### config.mk
export PLATFORM = sky130hd
export DESIGN_NAME = data_mem_arbiter
export DESIGN_NICKNAME = d
export VERILOG_FILES = /design/src/rtl/data_mem_arbiter.sv
export SDC_FILE = /design/constraint.sdc
export NUM_CORES = 1
export LEC_CHECK = 0
export ABC_AREA = 1
export CAP_MARGIN = 20
export CORE_MARGIN = 2
export CORE_UTILIZATION = 25
export DETAILED_ROUTE_END_ITERATION = 8
export SETUP_SLACK_MARGIN = 0.02
export SKIP_CTS_REPAIR_TIMING = 1
export SYNTH_ARGS = -nofsm -noshare
export SYNTH_HDL_FRONTEND = slang
export SYNTH_SLANG_ARGS = --single-unit
### constraint.sdc
create_clock -name clk -period 3.6 [get_ports clk]
set_input_delay 0.72 -clock clk [delete_from_list [all_inputs] [get_ports clk]]
set_output_delay 0.72 -clock clk [all_outputs]
set_load 0.02 [all_outputs]
### src/rtl/data_mem_arbiter.sv
// Two-port arbiter sharing the single-ported data memory between the MEM stage (port 0)
// and the loader/debug requester (port 1), with a starvation guard and bounded port-1 lock.
module data_mem_arbiter #(
    parameter int DATA_WIDTH    = 32,
    parameter int ADDRESS_WIDTH = 20,
    parameter int MEM_SIZE      = 1024,
    parameter int STARVE_LIMIT  = 4,
    parameter int LOCK_MAX      = 8
) (
    input  logic                     clk,
    input  logic                     rst,
    input  logic                     p0_valid,
    output logic                     p0_ready,
    input  logic [ADDRESS_WIDTH-1:0] p0_addr,
    input  logic [DATA_WIDTH-1:0]    p0_wdata,
    input  logic                     p0_we,
    input  logic                     p0_be,
    output logic                     p0_rvalid,
    output logic [DATA_WIDTH-1:0]    p0_rdata,
    output logic                     p0_err,
    input  logic                     p1_valid,
    output logic                     p1_ready,
    input  logic [ADDRESS_WIDTH-1:0] p1_addr,
    input  logic [DATA_WIDTH-1:0]    p1_wdata,
    input  logic                     p1_we,
    input  logic                     p1_be,
    output logic                     p1_rvalid,
    output logic [DATA_WIDTH-1:0]    p1_rdata,
    output logic                     p1_err,
    input  logic                     p1_lock,
    output logic [ADDRESS_WIDTH-1:0] mem_address,
    output logic [DATA_WIDTH-1:0]    mem_write_data,
    output logic                     mem_we,
    output logic                     mem_re,
    output logic                     mem_be,
    input  logic [DATA_WIDTH-1:0]    mem_read_data
);

    typedef enum logic [0:0] {
        ARB   = 1'b0,
        LOCK1 = 1'b1
    } state_t;

    localparam logic [3:0]             STARVE_MAX = 4'(STARVE_LIMIT);
    localparam logic [7:0]             LOCK_TOP   = 8'(LOCK_MAX);
    localparam logic [ADDRESS_WIDTH:0] ADDR_LIMIT = (ADDRESS_WIDTH + 1)'(MEM_SIZE);

    state_t     state;
    logic [3:0] starve_cnt;
    logic [7:0] lock_cnt;
    logic       force_p0;
    logic       grant0;
    logic       grant1;
    logic       in_range0;
    logic       in_range1;
    logic       lock_full;

    function automatic logic addr_ok(input logic [ADDRESS_WIDTH-1:0] a);
        return ({1'b0, a} < ADDR_LIMIT);
    endfunction

    assign in_range0 = addr_ok(p0_addr);
    assign in_range1 = addr_ok(p1_addr);
    assign p0_ready  = grant0;
    assign p1_ready  = grant1;
    assign lock_full = ((lock_cnt + 8'd1) == LOCK_TOP);

    // Grant selection; force_p0 overrides the starvation guard once after a forced lock exit.
    always_comb begin
        grant0 = 1'b0;
        grant1 = 1'b0;
        if (rst) begin
            grant0 = 1'b0;
            grant1 = 1'b0;
        end else begin
            case (state)
                ARB: begin
                    if (p0_valid && p1_valid) begin
                        if (!force_p0 && (starve_cnt == STARVE_MAX)) begin
                            grant1 = 1'b1;
                        end else begin
                            grant0 = 1'b1;
                        end
                    end else begin
                        grant0 = p0_valid;
                        grant1 = p1_valid;
                    end
                end
                LOCK1: begin
                    grant1 = p1_valid;
                end
                default: begin
                    grant0 = 1'b0;
                    grant1 = 1'b0;
                end
            endcase
        end
    end

    // Memory pins follow the granted request; out-of-range or idle cycles strobe nothing.
    always_comb begin
        mem_address    = {ADDRESS_WIDTH{1'b0}};
        mem_write_data = {DATA_WIDTH{1'b0}};
        mem_we         = 1'b0;
        mem_re         = 1'b0;
        mem_be         = 1'b0;
        if (grant1) begin
            mem_write_data = p1_wdata;
            mem_be         = p1_be;
            if (in_range1) begin
                mem_address = p1_addr;
                mem_we      = p1_we;
                mem_re      = !p1_we;
            end else begin
                mem_address = {ADDRESS_WIDTH{1'b0}};
            end
        end else if (grant0) begin
            mem_write_data = p0_wdata;
            mem_be         = p0_be;
            if (in_range0) begin
                mem_address = p0_addr;
                mem_we      = p0_we;
                mem_re      = !p0_we;
            end else begin
                mem_address = {ADDRESS_WIDTH{1'b0}};
            end
        end else begin
            mem_address = {ADDRESS_WIDTH{1'b0}};
        end
    end

    // Arbitration state, starvation counter and lock beat counter.
    always_ff @(posedge clk) begin
        if (rst) begin
            state      <= ARB;
            starve_cnt <= 4'd0;
            lock_cnt   <= 8'd0;
            force_p0   <= 1'b0;
        end else begin
            if (grant1) begin
                starve_cnt <= 4'd0;
            end else if (p1_valid && (starve_cnt != STARVE_MAX)) begin
                starve_cnt <= starve_cnt + 4'd1;
            end
            case (state)
                ARB: begin
                    if (p0_valid && p1_valid) begin
                        force_p0 <= 1'b0;
                    end
                    if (grant1 && p1_lock) begin
                        // A one-beat lock is exhausted by its own entry beat.
                        if (LOCK_TOP == 8'd1) begin
                            force_p0 <= 1'b1;
                        end else begin
                            state    <= LOCK1;
                            lock_cnt <= 8'd1;
                        end
                    end
                end
                LOCK1: begin
                    if (grant1) begin
                        if (!p1_lock || lock_full) begin
                            state    <= ARB;
                            lock_cnt <= 8'd0;
                            force_p0 <= lock_full;
                        end else begin
                            lock_cnt <= lock_cnt + 8'd1;
                        end
                    end
                end
                default: begin
                    state <= ARB;
                end
            endcase
        end
    end

    // Registered responses; out-of-range reads return zero alongside the error pulse.
    always_ff @(posedge clk) begin
        if (rst) begin
            p0_rvalid <= 1'b0;
            p0_err    <= 1'b0;
            p0_rdata  <= {DATA_WIDTH{1'b0}};
            p1_rvalid <= 1'b0;
            p1_err    <= 1'b0;
            p1_rdata  <= {DATA_WIDTH{1'b0}};
        end else begin
            p0_rvalid <= grant0 && !p0_we;
            p0_err    <= grant0 && !in_range0;
            p1_rvalid <= grant1 && !p1_we;
            p1_err    <= grant1 && !in_range1;
            if (grant0 && !p0_we) begin
                p0_rdata <= in_range0 ? mem_read_data : {DATA_WIDTH{1'b0}};
            end
            if (grant1 && !p1_we) begin
                p1_rdata <= in_range1 ? mem_read_data : {DATA_WIDTH{1'b0}};
            end
        end
    end

endmodule

---- After elaboration in Yosys (flattened, before gate mapping) ----
Cells that the tools add are included.
Widths: inputs -> output; s select.
word-level totals
  input bits .............................. 145
  register bits ........................... 82
  output and inout bits ................... 125
  logic and storage cells ................. 78
operators by class
  mux-type cells .......................... 38
  add/subtract/negate cells ............... 2
  bitwise operators ....................... 1
  equal/unequal tests ..................... 7
  reductions and logical operators ........ 18
  $lt $le $gt $ge ......................... 2
operators with widths
  kind                  number
  $mux 32               4
  $mux 20               4
  $lt 20x11->1 const B  2
  $mux 8                3
  $mux 1                23
  $pmux 8 s2            1
  $add 8x1->8 const B   1
  $eq 8x4->1 const B    1
  $logic_and 1x1->1     8
  $logic_not 1->1       6
  $pmux 1 s2            3
  $add 4x1->4 const B   1
  $eq 4x3->1 const B    1
  $ne 2x1->1 const B    2
  $ne 2x2->1 const B    2
  $ne 4x3->1 const B    1
  $reduce_and 3->1      1
  $reduce_and 2->1      1
  $reduce_or 2->1       1
  $logic_or 1x1->1      1
  $not 1->1             1

---- Depth between registers and ports, before layout ----
Gate-level depths: netlist (run 1).
  depth after elaboration ................. 9
  gate-level depth with buffers ........... 12
  gate-level depth less buffers ........... 11

---- Least setup slack after synthesis (run 1) ----
OpenSTA, ideal clock, no wires.
  path type ............................... input -> output
  start point ............................. in p0_valid
  end point ............................... out mem_we
  stages on the path ...................... 8
  buffers on the path ..................... 2
  arrival ................................. 1999 ps
  required time ........................... 2880 ps
  path slack .............................. 881 ps
  path through ............................ nand2_1 > nor2_1 > o21ai_1 > nand2_1 > nor2_4 > buf_4 > buf_4 > o31ai_1
on the way
  elaborated cells between the ends (all ways) .. 9
  those cells by class .................... mux: 8; reduce/logical: 1
RTL lines
  item               RTL line  text
  from (decl)        12        input logic p0_valid,
  $logic_and 1x1->1  78        if (p0_valid && p1_valid) begin
  $mux 1             78
  $pmux 1 s2         76        case (state)
  $mux 1             72        if (rst) begin
  via p1_ready       22        output logic p1_ready,
  $mux 1             107       if (grant1) begin
  to (decl)          33        output logic mem_we,
The timed path passes the listed nets, and every way through them passes these cells.

---- Worst setup path in the final report (run 1) ----
  start point ............................. in p1_valid
  end point ............................... out mem_write_data[27]
on the way
  longest elaborated chain between the ends .. 6
  elaborated cells between the ends (all ways) .. 9
  those cells by class .................... mux: 8; reduce/logical: 1
ends and longest elaborated chain
  item               RTL line  text
  from (decl)        21        input logic p1_valid,
  $logic_and 1x1->1  78
  $mux 1             78
  $mux 1             76
  $mux 1             72
  $mux 32            117       end else if (grant0) begin
  $mux 32 (*)        107
  to (decl)          32        output logic [DATA_WIDTH-1:0] mem_write_data,
Mark *: on every way between the ends. The rest lies on a longest branch, timed or not.

==> results of run 1 <==
==> cell families after synthesis <==
group / Yosys count
AND/OR/NAND/NOR: 240
AO/OA/AOI/OAI: 125
flip-flops: 82
buffers and inverters: 60
adder cells (fa/ha/maj): 4
XOR/XNOR: 3
other: 1
==> sequential cells by signal, indices dropped and copies added (netlist names) <==
register and count:
lock_cnt 8, p0_rvalid 1, p1_rdata 32, p0_err 1, p0_rdata 32, p1_rvalid 1
starve_cnt 4, force_p0 1, state 1, p1_err 1
==> how the worst max path moves through the flow <==
stage                           start                 end
after global routing         p1_valid  mem_write_data[27]
after global placement    p0_addr[16]              mem_we
after floorplan              p0_valid              mem_we
after detailed placement     p1_valid   mem_write_data[2]
final                        p1_valid  mem_write_data[27]
after CTS                    p1_valid   mem_write_data[2]
==> metrics by stage <==
step | setup WS (ns) | TNS, ns | utilization
finish | 0.1924 | 0 | 0.4640
global route | 0.02375 | 0 | 0.4640
CTS | 0.002422 | 0 | 0.4563
detailed placement | 0.01519 | 0 | 0.4353
global placement | -0.09158 | -0.3749 | 0.4353
floorplan | 0.8806 | 0 | -
==> cells in the final DEF (no fill, tap or decap), types with 4 or more instances in the layout <==
cell type,count
conb_1,10
a21oi_1,76
dfxtp_1,82
clkdlybuf4s50_1,217
ha_1,4
nand3_1,13
o21ai_0,11
clkbuf_16,9
nor2_1,13
buf_4,12
a22o_1,33
nand2_1,195
inv_1,18
dlymetal6s2s_1,41
==> power by group <==
| part | total (W) | leakage, nW | internal [W] | switching (W) |
|---|---|---|---|---|
| registers | 0.000915 | 0.661 | 0.000912 | 0.00000331 |
| clock network | 0.000951 | 0.159 | 0.000593 | 0.000358 |
| logic | 0.000399 | 2.31 | 0.000226 | 0.000173 |
| total | 0.00227 | 3.13 | 0.00173 | 0.000535 |
==> worst max-delay path, delay by kind of cell <==
| family | cells | cell delay [ns] |
|---|---|---|
| AND/OR/NAND/NOR | 3 | 0.28 |
| AO/OA/AOI/OAI | 3 | 0.39 |
| buffers and inverters | 3 | 1.29 |
==> per-layer routing <==
layer	global-route usage	routed length, um	vias up
li1	-	-	2189
met1	0.2332	6923	2066
met2	0.2932	7092	150
met3	0.05821	974	26
met4	0.04525	357	0
met5	0	0	-
==> final cells by class <==
cell class | count | area (um^2)
fillers | 1458 | 8058
repair buffers | 274 | 2835
multi-input cells | 382 | 1873
flip-flops and latches | 82 | 1642
clock buffers | 12 | 266.5
well taps | 188 | 235.2
inverters | 20 | 75.07
clock inverters | 4 | 48.80
==> impl_metrics.csv, run 1 <==
group,metric,value,unit
yosys,synth_ff_type,"dfxtp_1",
die,coreArea,15030,um^2
pwr,total_power,0.002266,W
yosys,yosys.area_share.simple,0.2623,
yosys,synth_fa_ha_area_frac,0.01318,
critical_path,crit_chain,"clkdlybuf4s50_1 -> nand2_1 -> nor2_1 -> o21ai_1 -> o21a_2 -> nor2_8 -> buf_8 -> a22o_1 -> clkdlybuf4s50_1",
die,die_area,16190,um^2
yosys,seq_area_frac_synth,0.4323,
clocking,cts-buffers-inserted,9,
yosys,synth_area_leaders,"dfxtp_1 (43%), nand2_1 (19%), a21oi_1 (10%)",
die,die_height,127.2,um
critical_path,slowest_stage,"clkdlybuf4s50_1",
placement,dp_hpwl,11540,um
die,start_util,0.2526,
critical_path,r2r_cells,12,
min_path,hold_depth,2,
die,fp.dieW,127.2,um
timing,max_slew_margin,0.4747,
yosys,async_flop_share,0,
timing,slew_violations,0,
yosys,syn_inst,515,
yosys,synth_edf_count,0,
clocking,clk_latency,0.33,ns
timing,clock.fmax,0.2935,GHz
critical_path,max_stage_delay,0.60,ns
placement,placed_cell_area,6544,um^2
critical_path,cp-end-kind,"output port",
routing,dr.first_iter.drc_count,196,
routing,drt-vias-per-instance,4.606,
global_routing,gr-total-overflow,0,
yosys,syn_avg_cell_area,7.374,um^2
critical_path,criticalPathCategory,"in2out",
critical_path,required,2.88,ns
die,rows,45,
routing,route.detailed.drc,0,
placement,place_congestion,0.9071,
clocking,h-tree-depth,3,
critical_path,crit_path_frequent_cell,"clkdlybuf4s50_1",
clocking,cts_tree,"built",
final_layout,fin_area,6975,um^2
yosys,yosysMostFrequentCell,"nand2_1",
timing,hold_viol,0,
critical_path,cp.arrival,2.69,ns
outcome,status,"finished clean",
clocking,clock-sinks,82,
final_layout,drive_gt1_frac,0.05943,
yosys,synth.area.mux_share,0,
placement,io_buffers,259,
clocking,cts.path.max_buffers,2,
yosys,synth_top_area_frac,0.4323,
pwr,power_density,324.8,nW/um^2
critical_path,cp_max_fo,29,
yosys,yosysWarnings,0,
critical_path,r2r_slack,1.31,ns
global_routing,grt_pass1_wl,23190,um
critical_path,critPathLaunchType,"input port",
clocking,clk_pin_slew_worst_paths,0.06,ns
min_path,holdPathEnd,"p0_rdata[28]$_SDFFE_PP0P_",
yosys,syn-cell-area,3797,um^2
timing,finalSetupViolCount,0,
timing,finClkSkew,0.006762,ns
routing,ant_nets,0,
yosys,synthXorXnorAreaFrac,0.006919,
global_routing,antenna_found_initial,0,
yosys,synth_top_cell_by_area,"dfxtp_1",
min_path,min_path_type,"reg2reg",
routing,post_drt_wl_per_cell,15.95,um
timing,fin_crit_sh,0.9465,
die,pin_count,270,
final_layout,area_delta_synth_final,83.69,%
yosys,synth.distinct_cells,32,
timing,rsz0062_at_grt,"false",
timing,layout_min_cycle_time,3.408,ns
global_routing,grt_pass1_vias,4293,
global_routing,grtUsageTotal,0.1805,
clocking,root_buffer,"clkbuf_16",
timing,worst_pin_slew,0.7879,ns
run,maxCapViolations,0,
routing,drt-total-wl,15350,um
critical_path,rr_endpoint,"p1_rdata[5]$_SDFFE_PP0P_",
placement,dp.cells,946,
critical_path,reg2reg_from,"starve_cnt[0]$_SDFFE_PP0P_",
final_layout,nets,918,
final_layout,diodes,0,
yosys,synth_compound_area_frac,0.1993,
final_layout,instances_no_fill,962,
min_path,worstHoldStart,"p0_rdata[28]$_SDFFE_PP0P_",
yosys,synth_top_family_by_area,"simple AND/OR/NAND/NOR gates",
global_routing,grt_max_degree,75,
yosys,synth_common_cells,"nand2_1 (195), dfxtp_1 (82), a21oi_1 (76)",
yosys,ys_seq_elements,82,
pwr,p_leak,3.127,nW
pwr,ir_drop,0.3047,mV
routing,dr.pass1.iters,6,
routing,via_count,4431,
timing,whs,0.4632,ns
No activity file was read; power rests on OpenSTA's default activity.
==> run 2: changes to the inputs <==
- CORE_MARGIN: 2 -> 1.5
- SKIP_CTS_REPAIR_TIMING: 1 -> not set
==> run 2 against run 1 <==
  * Worst hold slack hardly changed
  * Wire length down 4.0%
  * Maximum frequency is 0.44% lower
  * Clock skew hardly changed
  * Worst setup slack worse by 0.015 ns
  * Power about the same
  * Register-to-register slack worse by 0.02 ns
==> impl_metrics.csv, run 2 (same netlist as run 1, synthesis figures left out) <==
group,metric,value,unit
pwr,p_int,0.001715,W
placement,dp.cells,943,
critical_path,criticalPathCategory,"in2out",
global_routing,grt_max_degree,76,
clocking,cts_tree,"built",
routing,drt-vias-per-instance,4.569,
clocking,hold_buffers,0,
final_layout,nets,919,
global_routing,antenna_found_initial,0,
clocking,post_cts_buffers,0,
final_layout,multi_input_area,1867,um^2
final_layout,area_delta_synth_final,82.27,%
critical_path,r2r_slack,1.29,ns
final_layout,drive_gt1_frac,0.06194,
final_layout,final_cell_mix,"clkdlybuf4s50_1 (218), nand2_1 (195), dfxtp_1 (82)",
clocking,cts-buffers-inserted,9,
clocking,cts.path.max_buffers,2,
die,die_area,15940,um^2
final_layout,regArea,1642,um^2
routing,post_drt_wl_per_cell,15.36,um
outcome,status,"finished clean",
die,rows,44,
min_path,min_path_type,"reg2reg",
critical_path,cp-end-kind,"output port",
timing,worst_pin_slew,0.8160,ns
final_layout,instances_no_fill,959,
critical_path,required,2.88,ns
routing,drt-total-wl,14730,um
pwr,switchingPower,0.0005498,W
placement,dp_hpwl,11130,um
die,fp.dieW,126.2,um
pwr,power.share.sequential,0.404,
critical_path,crit_buf_inv,3,
critical_path,cp.arrival,2.70,ns
timing,layout_min_cycle_time,3.423,ns
routing,via_count,4382,
timing,finalSetupViolCount,0,
critical_path,cp_top_family,"buffers and inverters",
routing,ant_nets,0,
global_routing,gr-total-overflow,0,
pwr,pwr-share-comb,0.175,
timing,rsz0062_at_grt,"false",
clocking,cts-resized-gates,7,
pwr,total_power,0.002265,W
routing,dr.pass1.iters,4,
run,maxCapViolations,0,
final_layout,reg.largest.list,"p0_rdata x32, p1_rdata x32, lock_cnt x8",
routing,dr.first_iter.drc_count,185,
final_layout,fillers,1449,
pwr,power_density,327.3,nW/um^2
pwr,p_leak,2.998,nW
timing,setup_tns,0,ns
placement,place_congestion,0.8827,
critical_path,cp_max_fo,7,
die,pin_count,270,
clocking,clk_pin_slew_worst_paths,0.06,ns
final_layout,final_common_cell,"clkdlybuf4s50_1",
timing,finClkSkew,0.007158,ns
die,start_util,0.2583,
clocking,root_buffer,"clkbuf_16",
timing,fin_crit_sh,0.9507,
die,coreArea,14700,um^2
clocking,clock-sinks,82,
die,die_height,126.2,um
critical_path,slowest_stage,"clkdlybuf4s50_1",
global_routing,grt_pass1_vias,4297,
final_layout,final_util,0.4709,
final_layout,diodes,0,
clocking,h-tree-depth,3,
global_routing,grt_pass1_wl,22940,um
placement,io_buffers,259,
critical_path,crit_chain,"clkdlybuf4s50_1 -> nand2_1 -> nor2_1 -> o21ai_1 -> nand2_1 -> nor2_4 -> buf_4 -> a22o_1 -> clkdlybuf4s50_1",
clocking,clk_latency,0.34,ns
critical_path,critPathLaunchType,"input port",
timing,hold_viol,0,
pwr,swShare,0.2427,
routing,route.detailed.drc,0,
timing,clock.fmax,0.2922,GHz
pwr,ir_drop,0.2246,mV
pwr,power_frac_clock,0.421,
timing,slew_violations,0,
critical_path,max_stage_delay,0.61,ns
timing,max_slew_margin,0.4560,
global_routing,grtUsageTotal,0.1813,
==> run 2: cell types whose count changed in the layout (fill, tap and decap cells not counted), moves of 2 or more <==
| cell | before | now |
|---|---|---|
| buf_4 | 12 | 16 |
| dlymetal6s2s_1 | 41 | 32 |
| dlygate4sd2_1 | 0 | 6 |
| inv_6 | 0 | 2 |
==> run 2: routing by layer <==
| metal | vias up | share of wire | GRT usage |
|---|---|---|---|
| met3 | 18 | 0.070 | 0.06500 |
| li1 | 2189 | - | - |
| met4 | 0 | 0.016 | 0.04665 |
| met5 | - | 0 | 0 |
| met1 | 2052 | 0.44 | 0.2294 |
| met2 | 123 | 0.48 | 0.2935 |
==> run 2: worst reg2reg max path: cells and delay by family, from the launching register on <==
family	cells	cell delay, ns
compound gates	2	0.25
simple gates	5	0.75
flops	1	0.33
buf+inv	4	0.68
fa+ha+maj	1	0.15
==> run 2: layout make-up <==
| class | count | area share |
|---|---|---|
| clock inverter | 5 | 0.008677 |
| tap | 184 | 0.03326 |
| inverter | 20 | 0.01085 |
| clock buffer | 11 | 0.03651 |
| multi-input combinational | 382 | 0.2697 |
| sequential | 82 | 0.2372 |
| timing repair buffer | 275 | 0.4038 |
==> run 2: per-stage QoR <==
stage          setup WS (ns)  instance area [um^2]  hold slack (ns)
2_1_floorplan         0.8806                  3831           0.4392
3_3_place_gp        0.008606                  6529           0.4507
3_5_place_dp       -0.002216                  6529           0.4556
4_1_cts              0.01271                  6838           0.4638
5_1_grt              0.03278                  6922           0.4767
6_report              0.1775                  6922           0.4635
==> run 2: final timing paths <==
check | startpoint | end | depth (start not counted)
worst max register to register | starve_cnt[0]$_SDFFE_PP0P_ | p1_rdata[8]$_SDFFE_PP0P_ | 12
worst min register to register | p1_rdata[15]$_SDFFE_PP0P_ | p1_rdata[15]$_SDFFE_PP0P_ | 2
worst min-delay path | p1_rdata[15]$_SDFFE_PP0P_ | p1_rdata[15]$_SDFFE_PP0P_ | 2
worst max-delay path | p1_valid | mem_write_data[23] | 9
==> run 2: power by group through the flow <==
stage	Sequential, W	Combinational [W]	Clock [W]
2_1_floorplan	0.000938	0.000147	0
3_3_place_gp	0.000935	0.000400	0
3_5_place_dp	0.000935	0.000402	0
4_1_cts	0.000915	0.000405	0.000976
5_1_grt	0.000915	0.000423	0.00101
6_report	0.000915	0.000398	0.000953
==> run 3: changes to the inputs <==
- CORE_MARGIN: 1.5 -> not set
==> run 3 against run 2 <==
  * The flow now finishes with violations (design-rule violations)
  * Global-route usage up 0.32 points
  * Wire length down 1.8%
  * Critical path depth unchanged
  * Power up 0.64%
  * Worst setup slack worse by 0.060 ns
  * Critical path type unchanged
  * Highest routed layer is now met5
  * Core utilization about the same
  * Clock skew about the same
  * Non-clock buffer count up 3
  * First-iteration DRC count up 23%
  * Critical endpoint is now mem_write_data[0]
  * Largest cell class unchanged
  * Sequential share of layout area about the same
==> impl_metrics.csv, run 3 (same netlist as run 1, synthesis figures left out) <==
group,metric,value,unit
timing,setup_tns,0,ns
timing,slew_violations,0,
global_routing,gr-total-overflow,0,
pwr,p_int,0.001698,W
routing,drt-total-wl,14470,um
timing,layout_min_cycle_time,3.482,ns
min_path,worstHoldStart,"force_p0$_SDFFE_PP0P_",
critical_path,critPathLaunchType,"input port",
routing,dr.pass1.iters,6,
global_routing,grt_max_degree,76,
critical_path,rr_endpoint,"p1_rdata[14]$_SDFFE_PP0P_",
final_layout,instances_no_fill,962,
routing,post_drt_wl_per_cell,15.04,um
critical_path,cp_max_fo,25,
die,die_height,125.2,um
clocking,clk_latency,0.34,ns
timing,hold_viol,0,
die,rows,44,
timing,worst_pin_slew,0.7930,ns
die,fp.dieW,125.2,um
timing,clock.fmax,0.2872,GHz
run,maxCapViolations,0,
routing,ant_nets,0,
min_path,hold_depth,2,
critical_path,reg2reg_from,"starve_cnt[0]$_SDFFE_PP0P_",
pwr,power_frac_clock,0.421,
die,start_util,0.2583,
critical_path,required,2.88,ns
final_layout,nets,922,
final_layout,final_common_cell,"clkdlybuf4s50_1",
clocking,cts_tree,"built",
timing,finalSetupViolCount,0,
routing,via_count,4374,
outcome,status,"finished, violations left",
placement,dp_hpwl,10770,um
timing,fin_crit_sh,0.9673,
clocking,h-tree-depth,3,
timing,rsz0062_at_grt,"true",
placement,io_buffers,259,
clocking,clk_pin_slew_worst_paths,0.06,ns
final_layout,area_delta_synth_final,82.37,%
timing,finClkSkew,0.007368,ns
clocking,clock-sinks,82,
critical_path,cp-end-kind,"output port",
die,die_area,15690,um^2
critical_path,r2r_slack,1.23,ns
pwr,power.share.sequential,0.401,
critical_path,cp.arrival,2.76,ns
timing,max_slew_margin,0.4714,
die,pin_count,270,
die,coreArea,14700,um^2
pwr,swShare,0.2552,
clocking,root_buffer,"clkbuf_16",
pwr,switchingPower,0.0005818,W
final_layout,diodes,0,
global_routing,grt_pass1_wl,22870,um
global_routing,grt_pass1_vias,4268,
global_routing,grtUsageTotal,0.1844,
outcome,violations,"design-rule violations",
pwr,pwr-share-comb,0.178,
final_layout,final_cell_mix,"clkdlybuf4s50_1 (244), nand2_1 (195), dfxtp_1 (82)",
critical_path,r2r_cells,14,
routing,dr.first_iter.drc_count,227,
routing,drt-vias-per-instance,4.547,
final_layout,reg.largest.list,"p0_rdata x32, p1_rdata x32, lock_cnt x8",
placement,placed_cell_area,6566,um^2
final_layout,drive_gt1_frac,0.06298,
placement,dp.cells,944,
min_path,holdPathEnd,"force_p0$_SDFFE_PP0P_",
pwr,ir_drop,0.2714,mV
placement,place_congestion,0.8867,
critical_path,criticalPathCategory,"in2out",
clocking,cts.path.max_buffers,2,
global_routing,antenna_found_initial,1,
clocking,cts-buffers-inserted,9,
pwr,p_leak,2.733,nW
min_path,min_path_type,"reg2reg",
pwr,power_density,329.2,nW/um^2
final_layout,fin_area,6925,um^2
routing,route.detailed.drc,8,
## run 3: power by group through the flow
stage | Clock [W] | Sequential (W) | Combinational [W]
after floorplan | 0 | 0.000938 | 0.000147
after global placement | 0 | 0.000935 | 0.000402
after detailed placement | 0 | 0.000935 | 0.000403
after CTS | 0.000986 | 0.000914 | 0.000406
after global routing | 0.00102 | 0.000915 | 0.000430
final | 0.000960 | 0.000915 | 0.000405
## run 3: worst max path at each step
stage,from,to,slack [ns],cells after the start
2_1_floorplan,p0_valid,mem_we,0.88,8
3_3_place_gp,p0_addr[17],mem_we,0.04,7
3_5_place_dp,p0_addr[17],mem_we,0.0002,7
4_1_cts,p0_valid,mem_address[0],0.03,12
5_1_grt,p0_valid,mem_write_data[0],0.006,9
6_report,p0_valid,mem_write_data[0],0.12,9
## run 3: routing by layer
| layer | part of all wire | vias up | GRT usage |
|---|---|---|---|
| met5 | 0.0012 | - | 0 |
| met4 | 0.016 | 2 | 0.04806 |
| met3 | 0.074 | 22 | 0.05777 |
| met2 | 0.47 | 136 | 0.2984 |
| met1 | 0.44 | 2014 | 0.2368 |
| li1 | - | 2200 | - |
## run 3: what timing repair did
action	4_1_cts	5_1_grt
setup endpoints to repair	1	36
hold buffers	0	0
resized for setup	1	14
gates cloned	0	0
buffers inserted	0	2
## run 3: final cells by class
class	count	area [um^2]
sequential	82	1642
tap	184	230.2
timing repair buffer	278	2803
fill	1414	7774
clock inverter	7	83.83
multi-input combinational	382	1867
clock buffer	9	225.2
inverter	20	75.07
## run 3: metrics by stage
| step | utilization | setup slack [ns] | power, W | hold WS (ns) |
|---|---|---|---|---|
| 4_1_cts | 0.4677 | 0.02864 | 0.002307 | 0.4648 |
| 6_report | 0.4711 | 0.1178 | 0.002280 | 0.4636 |
| 5_1_grt | 0.4711 | 0.006298 | 0.002367 | 0.4757 |
| 3_5_place_dp | 0.4467 | 0.0001978 | 0.001338 | 0.4556 |
| 2_1_floorplan | - | 0.8806 | 0.001085 | 0.4392 |
| 3_3_place_gp | 0.4467 | 0.04454 | 0.001337 | 0.4511 |
## run 3: critical path, stage by stage
cell and delay (ns):
clkdlybuf4s50_1 0.48, nand2_1 0.07, nor2_1 0.08, o21ai_1 0.08, o21a_2 0.16, nor2_8 0.11
buf_6 0.22, a22o_1 0.21, clkdlybuf4s50_1 0.62
